### src/rtl/wb_prog_loader.sv
// wb_prog_loader
//   Wishbone classic initiator used at boot to stream a program image into the
//   uP16 memory banks. Bytes arrive on a valid/ready port. Each byte pair is
//   packed into a 16-bit word, low byte first. Each word is written with one
//   single-beat cycle, at ADDR_BASE + 4*index.
//   Optional build macro: LOADER_READBACK_EN. When it is defined, every acked
//   write is followed by a read of the same address, and the word is compared
//   with the value read back.

module wb_prog_loader #(
    parameter logic [31:0] ADDR_BASE = 32'h3000_0000,
    parameter int          LEN_W     = 12,
    parameter int          TIMEOUT   = 255
) (
    input  logic             wb_clk_i,
    input  logic             wb_rst_n,
    input  logic             start,
    input  logic [LEN_W-1:0] len,
    input  logic             byte_valid,
    input  logic [7:0]       byte_data,
    output logic             byte_ready,
    output logic             wbm_cyc_o,
    output logic             wbm_stb_o,
    output logic             wbm_we_o,
    output logic [3:0]       wbm_sel_o,
    output logic [31:0]      wbm_adr_o,
    output logic [31:0]      wbm_dat_o,
    input  logic [31:0]      wbm_dat_i,
    input  logic             wbm_ack_i,
    output logic             busy,
    output logic             done,
    output logic             err
);

    // The counter starts at 0 when the request is issued. Terminal value
    // TIMEOUT-1 therefore gives exactly TIMEOUT cycles with strobe high.
    localparam logic [15:0] TMO_LAST = 16'(TIMEOUT - 1);

`ifdef LOADER_READBACK_EN
    typedef enum logic [2:0] {
        S_IDLE, S_LO, S_HI, S_REQ, S_WAIT, S_DONE, S_RREQ, S_RWAIT
    } state_t;
`else
    typedef enum logic [2:0] {
        S_IDLE, S_LO, S_HI, S_REQ, S_WAIT, S_DONE
    } state_t;
`endif

    state_t           state;
    logic [LEN_W-1:0] len_q;
    logic [LEN_W-1:0] index;
    logic [15:0]      word;
    logic [15:0]      tmo_cnt;
    logic             armed;

    logic [LEN_W-1:0] idx_nxt;
    logic             last_word;
    logic [31:0]      adr_nxt;

    assign idx_nxt   = index + LEN_W'(1);
    assign last_word = (idx_nxt == len_q);
    assign adr_nxt   = ADDR_BASE + 32'({index, 2'b00});

    // Bytes are consumed only while a word is being assembled.
    assign byte_ready = (state == S_LO) || (state == S_HI);

`ifdef LOADER_READBACK_EN
    // Only the low half-word is compared. The upper half of the read bus is not used.
    logic unused_rd;
    assign unused_rd = ^wbm_dat_i[31:16];
`else
    // Without readback, the read bus has no consumer.
    logic unused_rd;
    assign unused_rd = ^wbm_dat_i;
`endif

    // Loader sequencer: byte packing, bus cycles, timeout and status flags.
    // NOTE: all state and outputs below are updated with non-blocking
    // assignments. Every register then samples the pre-edge values of the
    // others, whatever order the statements are written in.
    always_ff @(posedge wb_clk_i or negedge wb_rst_n) begin
        if (!wb_rst_n) begin
            state     <= S_IDLE;
            len_q     <= '0;
            index     <= '0;
            word      <= '0;
            tmo_cnt   <= '0;
            armed     <= 1'b0;
            wbm_cyc_o <= 1'b0;
            wbm_stb_o <= 1'b0;
            wbm_we_o  <= 1'b0;
            wbm_sel_o <= '0;
            wbm_adr_o <= '0;
            wbm_dat_o <= '0;
            busy      <= 1'b0;
            done      <= 1'b0;
            err       <= 1'b0;
        end else begin
            // armed stays low during the first edge after reset release. A start
            // on the same edge as reset release is therefore never taken.
            armed <= 1'b1;
            done  <= 1'b0;

            case (state)
                S_IDLE: begin
                    if (start && armed) begin
                        err   <= 1'b0;
                        index <= '0;
                        if (len == '0) begin
                            done <= 1'b1;
                        end else begin
                            len_q <= len;
                            busy  <= 1'b1;
                            state <= S_LO;
                        end
                    end
                end

                S_LO: begin
                    if (byte_valid) begin
                        word[7:0] <= byte_data;
                        state     <= S_HI;
                    end
                end

                S_HI: begin
                    if (byte_valid) begin
                        word[15:8] <= byte_data;
                        state      <= S_REQ;
                    end
                end

                S_REQ: begin
                    wbm_cyc_o <= 1'b1;
                    wbm_stb_o <= 1'b1;
                    wbm_we_o  <= 1'b1;
                    wbm_sel_o <= 4'b0011;
                    wbm_adr_o <= adr_nxt;
                    wbm_dat_o <= {16'h0000, word};
                    tmo_cnt   <= '0;
                    state     <= S_WAIT;
                end

                S_WAIT: begin
                    if (wbm_ack_i) begin
                        wbm_cyc_o <= 1'b0;
                        wbm_stb_o <= 1'b0;
                        wbm_we_o  <= 1'b0;
`ifdef LOADER_READBACK_EN
                        state     <= S_RREQ;
`else
                        index     <= idx_nxt;
                        state     <= last_word ? S_DONE : S_LO;
`endif
                    end else if (tmo_cnt == TMO_LAST) begin
                        wbm_cyc_o <= 1'b0;
                        wbm_stb_o <= 1'b0;
                        wbm_we_o  <= 1'b0;
                        err       <= 1'b1;
                        busy      <= 1'b0;
                        state     <= S_IDLE;
                    end else begin
                        tmo_cnt <= tmo_cnt + 16'd1;
                    end
                end

`ifdef LOADER_READBACK_EN
                S_RREQ: begin
                    // The address register still holds the address of the write.
                    wbm_cyc_o <= 1'b1;
                    wbm_stb_o <= 1'b1;
                    wbm_we_o  <= 1'b0;
                    wbm_sel_o <= 4'b0011;
                    tmo_cnt   <= '0;
                    state     <= S_RWAIT;
                end

                S_RWAIT: begin
                    if (wbm_ack_i) begin
                        wbm_cyc_o <= 1'b0;
                        wbm_stb_o <= 1'b0;
                        if (wbm_dat_i[15:0] != word) begin
                            err   <= 1'b1;
                            busy  <= 1'b0;
                            state <= S_IDLE;
                        end else begin
                            index <= idx_nxt;
                            state <= last_word ? S_DONE : S_LO;
                        end
                    end else if (tmo_cnt == TMO_LAST) begin
                        wbm_cyc_o <= 1'b0;
                        wbm_stb_o <= 1'b0;
                        err       <= 1'b1;
                        busy      <= 1'b0;
                        state     <= S_IDLE;
                    end else begin
                        tmo_cnt <= tmo_cnt + 16'd1;
                    end
                end
`endif

                S_DONE: begin
                    done  <= 1'b1;
                    busy  <= 1'b0;
                    state <= S_IDLE;
                end

                // NOTE: the default arm puts any unreachable encoding back in
                // IDLE, so the decoder is full and no stray state can persist.
                default: state <= S_IDLE;
            endcase
        end
    end

endmodule

### config.mk
export PLATFORM = sky130hd
export DESIGN_NAME = wb_prog_loader
export DESIGN_NICKNAME = d
export VERILOG_FILES = /design/src/rtl/wb_prog_loader.sv
export SDC_FILE = /design/constraint.sdc
export NUM_CORES = 1
export LEC_CHECK = 0
export ABC_AREA = 1
export ABC_CLOCK_PERIOD_IN_PS = 1900
export CORE_MARGIN = 1.5
export CORE_UTILIZATION = 33
export DETAILED_ROUTE_END_ITERATION = 10
export DONT_BUFFER_PORTS = 1
export HOLD_SLACK_MARGIN = 0.1
export SYNTH_ARGS = -nofsm -noshare
export SYNTH_HDL_FRONTEND = slang
export SYNTH_SLANG_ARGS = --single-unit
### constraint.sdc
create_clock -name wb_clk_i -period 1.9 [get_ports wb_clk_i]
set_input_delay 0.285 -clock wb_clk_i [delete_from_list [all_inputs] [get_ports wb_clk_i]]
set_output_delay 0.285 -clock wb_clk_i [all_outputs]
set_load 0.005 [all_outputs]
After elaboration in Yosys (flattened, before gate mapping)
Cells that the tools add are included.

word-level totals
  register bits = 113
  bits of input ports = 57
  output and inout port bits = 75
  logic and storage cells = 78

operators by class
  add/subtract/negate cells = 3
  equality and inequality tests = 16
  multiplexer cells = 28
  bitwise operators = 1
  reduce and logical (&&, ||, !) cells = 16

operator list
  operator                                                           number
  16-bit 2-to-1 mux                                                  2
  16-bit case mux with 2 select lines                                1
  30-bit by 14-bit adder with 31-bit output (first input constant)   1
  12-bit 2-to-1 mux                                                  2
  12-bit case mux with 2 select lines                                1
  3-bit 2-to-1 mux                                                   7
  16-bit by 1-bit adder with 16-bit output (second input constant)   1
  16-bit by 8-bit == test with 1-bit output (second input constant)  1
  2-bit inequality test (second input constant)                      8
  3-bit case mux with 5 select lines                                 1
  12-bit by 1-bit adder with 12-bit output (second input constant)   1
  12-bit == test                                                     1
  12-bit zero test                                                   1
  1-bit 2-to-1 mux                                                   10
  5-bit AND reduction                                                2
  3-bit AND reduction                                                3
  3-bit by 2-bit == test with 1-bit output (second input constant)   2
  3-bit == test (second input constant)                              2
  1-bit case mux with 2 select lines                                 3
  2-bit AND reduction                                                3
  4-bit AND reduction                                                1
  2-bit nonzero test                                                 2
  3-bit by 1-bit == test with 1-bit output (second input constant)   1
  3-bit zero test                                                    1
  6 further kinds                                                    6

Depth between registers and ports, before layout
  word-level depth = 5
  gate-level depth with buffers = 13
  depth with buffers taken out = 13

Worst setup path before layout
Ideal clock, no wire load.

  path type = flip-flop to flip-flop
  start = register index[0]
  end = register state[2]
  library setup time = 0.071 ns
  arrival time = 1.444 ns
  required time = 1.829 ns
  setup slack = 0.385 ns
  cell stages (with the launch flop) = 14
  path buffers = 0
  period minus slack after synthesis = 1.515 ns
  cell sequence = dfrtp_1 ha_1 inv_1 nor2_2 nand2_1 nand2_1 nand2_1 nand2_1 nand2_1 nor2_1 nand2_1 nor2_1 nand2_1 nand3_1

on the way
  cells in the longest elaborated chain, start to end = 5

RTL lines
  element                                   line  text
  start: declaration                        51    logic [LEN_W-1:0] index;
  start signal: assignment                  152   index <= idx_nxt;
  12-bit by 1-bit adder with 12-bit output  60    assign idx_nxt = index + LEN_W'(1);
  12-bit == test                            61    assign last_word = (idx_nxt == len_q);
  3-bit 2-to-1 mux                          153   state <= last_word ? S_DONE : S_LO;
  3-bit 2-to-1 mux                          145   if (wbm_ack_i) begin
  3-bit case mux with 5 select lines        104   case (state)
  end signal: assignment                    153
  end: declaration                          49    state_t state;

No other way between the ends.
A chain may end at the register's enable or synchronous reset.

Final worst setup path
Ends and elaborated chain as after synthesis.

==> reports/qor.txt <==
Vias/cell: 4.699
Chip Width: 124.8 µm
DP Wirelength: 7.966 mm
max frequency: 574.3 MHz
Final period util: 91.65%
fin. max-slew vios: 0
grt ovf: 0
main combinational cell family by area after synthesis: simple AND/OR/NAND/NOR gates
leading area contributor after synthesis: dfrtp_1
synth unique cells: 38
Max Cap Viol: 0
share of cells above drive strength 1: 9.446%
total power: 6.741 mW
Iteration-0 DRC Markers: 184
1st-pass router iterations: 4
initial antenna violation count: 0
leading cell type in the layout, fill and taps excluded: nand2_1
H-tree levels: 3
# nets final: 670
clock period minus worst slack: 1741 ps
first-pass GRT wire length: 18.00 mm
Final Instance Count excl. Fillers: 798
drt drc: 0
RSZ-0062 raised after global routing: false
highest-count cells in the layout ignoring fill and taps: 176 x nand2_1, 91 x dfrtp_1, 60 x inv_1
post-synthesis mux area share: 1.149%
Hold Crit Class: primary input to asynchronous set/reset pin
Worst EP required: 2180 ps
Synth Area in Compound Gates: 8.072%
Setup Viol. Count Final: 0
status: finished, violations left
Setup crit start kind: register
Total GRT Usage: 14.26%
setup_tns: 0 ps
Layout Area Growth over Synthesis: 8.991%
failing checks: hold timing
VDD IR-drop max: 0.4909 mV
Synth top area share: 47.51%
post-synthesis adder-cell area fraction: 1.022%
PwrDens: 1263 mW/mm²
Clk pin slew, worst setup/hold paths: 70 ps
I/O pin count: 132
WS Path Type: register to register
vias: 3,750
DR WL/cell: 13.49 µm
number of port buffers: 0
synth warn: 0
Setup crit end kind: register
vias in the first global route: 3,623
Least-Margin Pin Slew: 527.2 ps
Area contributors post-synth: dfrtp_1 48%, nand2_1 13%, buf_4 6.3%
Fillers: 1,461
# diodes: 0
worst skew pair latency: 350 ps
clk buf depth: 2
Initial Util: 33.70%
number of synthesized register bits: 93
CTS buffer count: 9
Leak: 2.567 nW
Cell Rows: 44
hold_buf cts: 5
Worst slew margin: 64.75%
mapped cell area: 0.004898 mm²
sequential area share after synthesis: 47.51%
Clock Sink Count: 93
Routed Antenna Nets: 0
Core Area: 0.01453 mm²
routed wire length: 10.77 mm
Clock Skew: 8.581 ps
CTS tree: done
Cells after Synth: 601
largest net degree at the start of global routing: 94
WHS: -372.6 ps
Final Wtd Congestion: 0.8953
Placed Instances: 775
Die H: 124.8 µm
syn_area_per_cell: 8.150 µm²
root buffer selected by CTS: clkbuf_16
XOR/XNOR Fraction of Synth Area: 3.091%
die footprint: 0.01558 mm²
worst endpoint data arrival time: 2020 ps
Final Hold Vio Count: 93
Crit Path Max Fanout: 5
Simple-Gate Fraction of Synth Area: 26.00%
-- registers in the layout (all words and copies together) (netlist names) --
name and flops:
done 1, wbm_dat_o 16, tmo_cnt 16, len_q 12
err 1, busy 1, state 3, word 16
index 12, wbm_adr_o 13, wbm_we_o 1, armed 1
-- layout make-up --
| type | count | area (µm²) | share of cell area [%] |
|---|---|---|---|
| clock buffer | 10 | 239.0 | 4.476 |
| tap | 184 | 230.2 | 4.312 |
| inverter | 69 | 261.5 | 4.898 |
| timing repair buffer | 15 | 125.1 | 2.344 |
| clock inverter | 6 | 67.56 | 1.266 |
| sequential | 93 | 2330 | 43.64 |
| multi-input combinational | 421 | 2086 | 39.07 |
-- stage by stage --
stage               worst slack, ps  hold slack (ps)  cell area, µm²  utilization, %
floorplan                     384.7           -10.59            5030               -
global placement              183.7           -6.759            4942           34.00
detailed placement            132.5           -6.244            4942           34.00
CTS                           117.4           -373.8            5299           36.46
global route                  13.12           -382.4            5339           36.73
finish                        158.7           -372.6            5339           36.73
-- repair_timing --
action	CTS	global route
endpoints found under the hold margin	99	93
buffers inserted	0	2
gates resized for setup	0	5
setup endpoints to repair	0	4
-- path summary, 6_finish.rpt --
path | from | endpoint | slack [ps] | depth (start not counted)
min | wb_rst_n | len_q[5]$_DFFE_PN0P_ | -370 | 0
min reg2reg | word[0]$_DFFE_PN0P_ | wbm_dat_o[0]$_DFFE_PN0N_ | 480 | 2
max in group asynchronous | wb_rst_n | tmo_cnt[11]$_DFFE_PN0P_ | 2150 | 0
min in group wb_clk_i | len[4] | len_q[4]$_DFFE_PN0P_ | 100 | 2
max reg2reg | index[0]$_DFFE_PN0P_ | state[2]$_DFFE_PN0P_ | 160 | 13
max | index[0]$_DFFE_PN0P_ | state[2]$_DFFE_PN0P_ | 160 | 13
-- cell usage after synthesis --
cell type    n
o22ai_1      6
ha_1         4
buf_2        2
dfrtp_1     93
nor2_1      33
nor2_4       3
xor3_1       1
nor3_1       5
buf_6        3
nor4_2       1
nand3b_1     3
nand4_1     10
or2_0        1
mux2_4       3
nand3_1     38
o21bai_1     1
conb_1       2
nor2_2       3
nor4_1       3
buf_4       41
nand2_1    176
nand2_2      4
xor2_1      12
inv_1       60
xnor3_1      1
inv_2        8
nand2_4      1
or2_2        1
clkinv_1     1
o21ai_1     18
a21oi_1      5
nor3_4       1
a32o_1       1
clkbuf_1     7
nor2_8       1
mux2_2       1
nand3_2      2
o21ai_0     45
-- routing by layer --
| metal | routed length, µm | track usage, % |
|---|---|---|
| met5 | 0 | 0 |
| met1 | 5111 | 18.99 |
| met2 | 4788 | 22.24 |
| met4 | 209 | 5.682 |
| met3 | 659 | 3.651 |
-- cell families (layout without fill, tap and decap cells) --
kind of cell / Yosys count / count (layout)
AO/OA/AOI/OAI: 76 / 76
XOR/XNOR: 14 / 14
adder cells (fa/ha/maj): 4 / 4
buffers and inverters: 122 / 100
flip-flops: 93 / 93
multiplexers: 4 / 4
other: 2 / 37
AND/OR/NAND/NOR: 286 / 286
-- worst max-delay path: stages (launching register included) --
cell and delay, ps:
dfrtp_2 430, buf_4 160, ha_1 220, nand2_1 80
inv_1 60, nand2_1 100, nand2_1 80, nand2_1 60
nand2_1 50, nor2_1 130, nand2_1 70, nor2_1 100
nand2_1 70, nand3_1 70
-- where the power goes --
group / internal (mW) / total (mW) / leakage [nW] / switching [mW]
Combinational: 0.677 / 1.67 / 1.21 / 0.989
Sequential: 2.64 / 3.22 / 1.21 / 0.579
Clock: 1.06 / 1.85 / 0.145 / 0.791
Total: 4.38 / 6.74 / 2.57 / 2.36
Power figures use the tool's default switching activity.
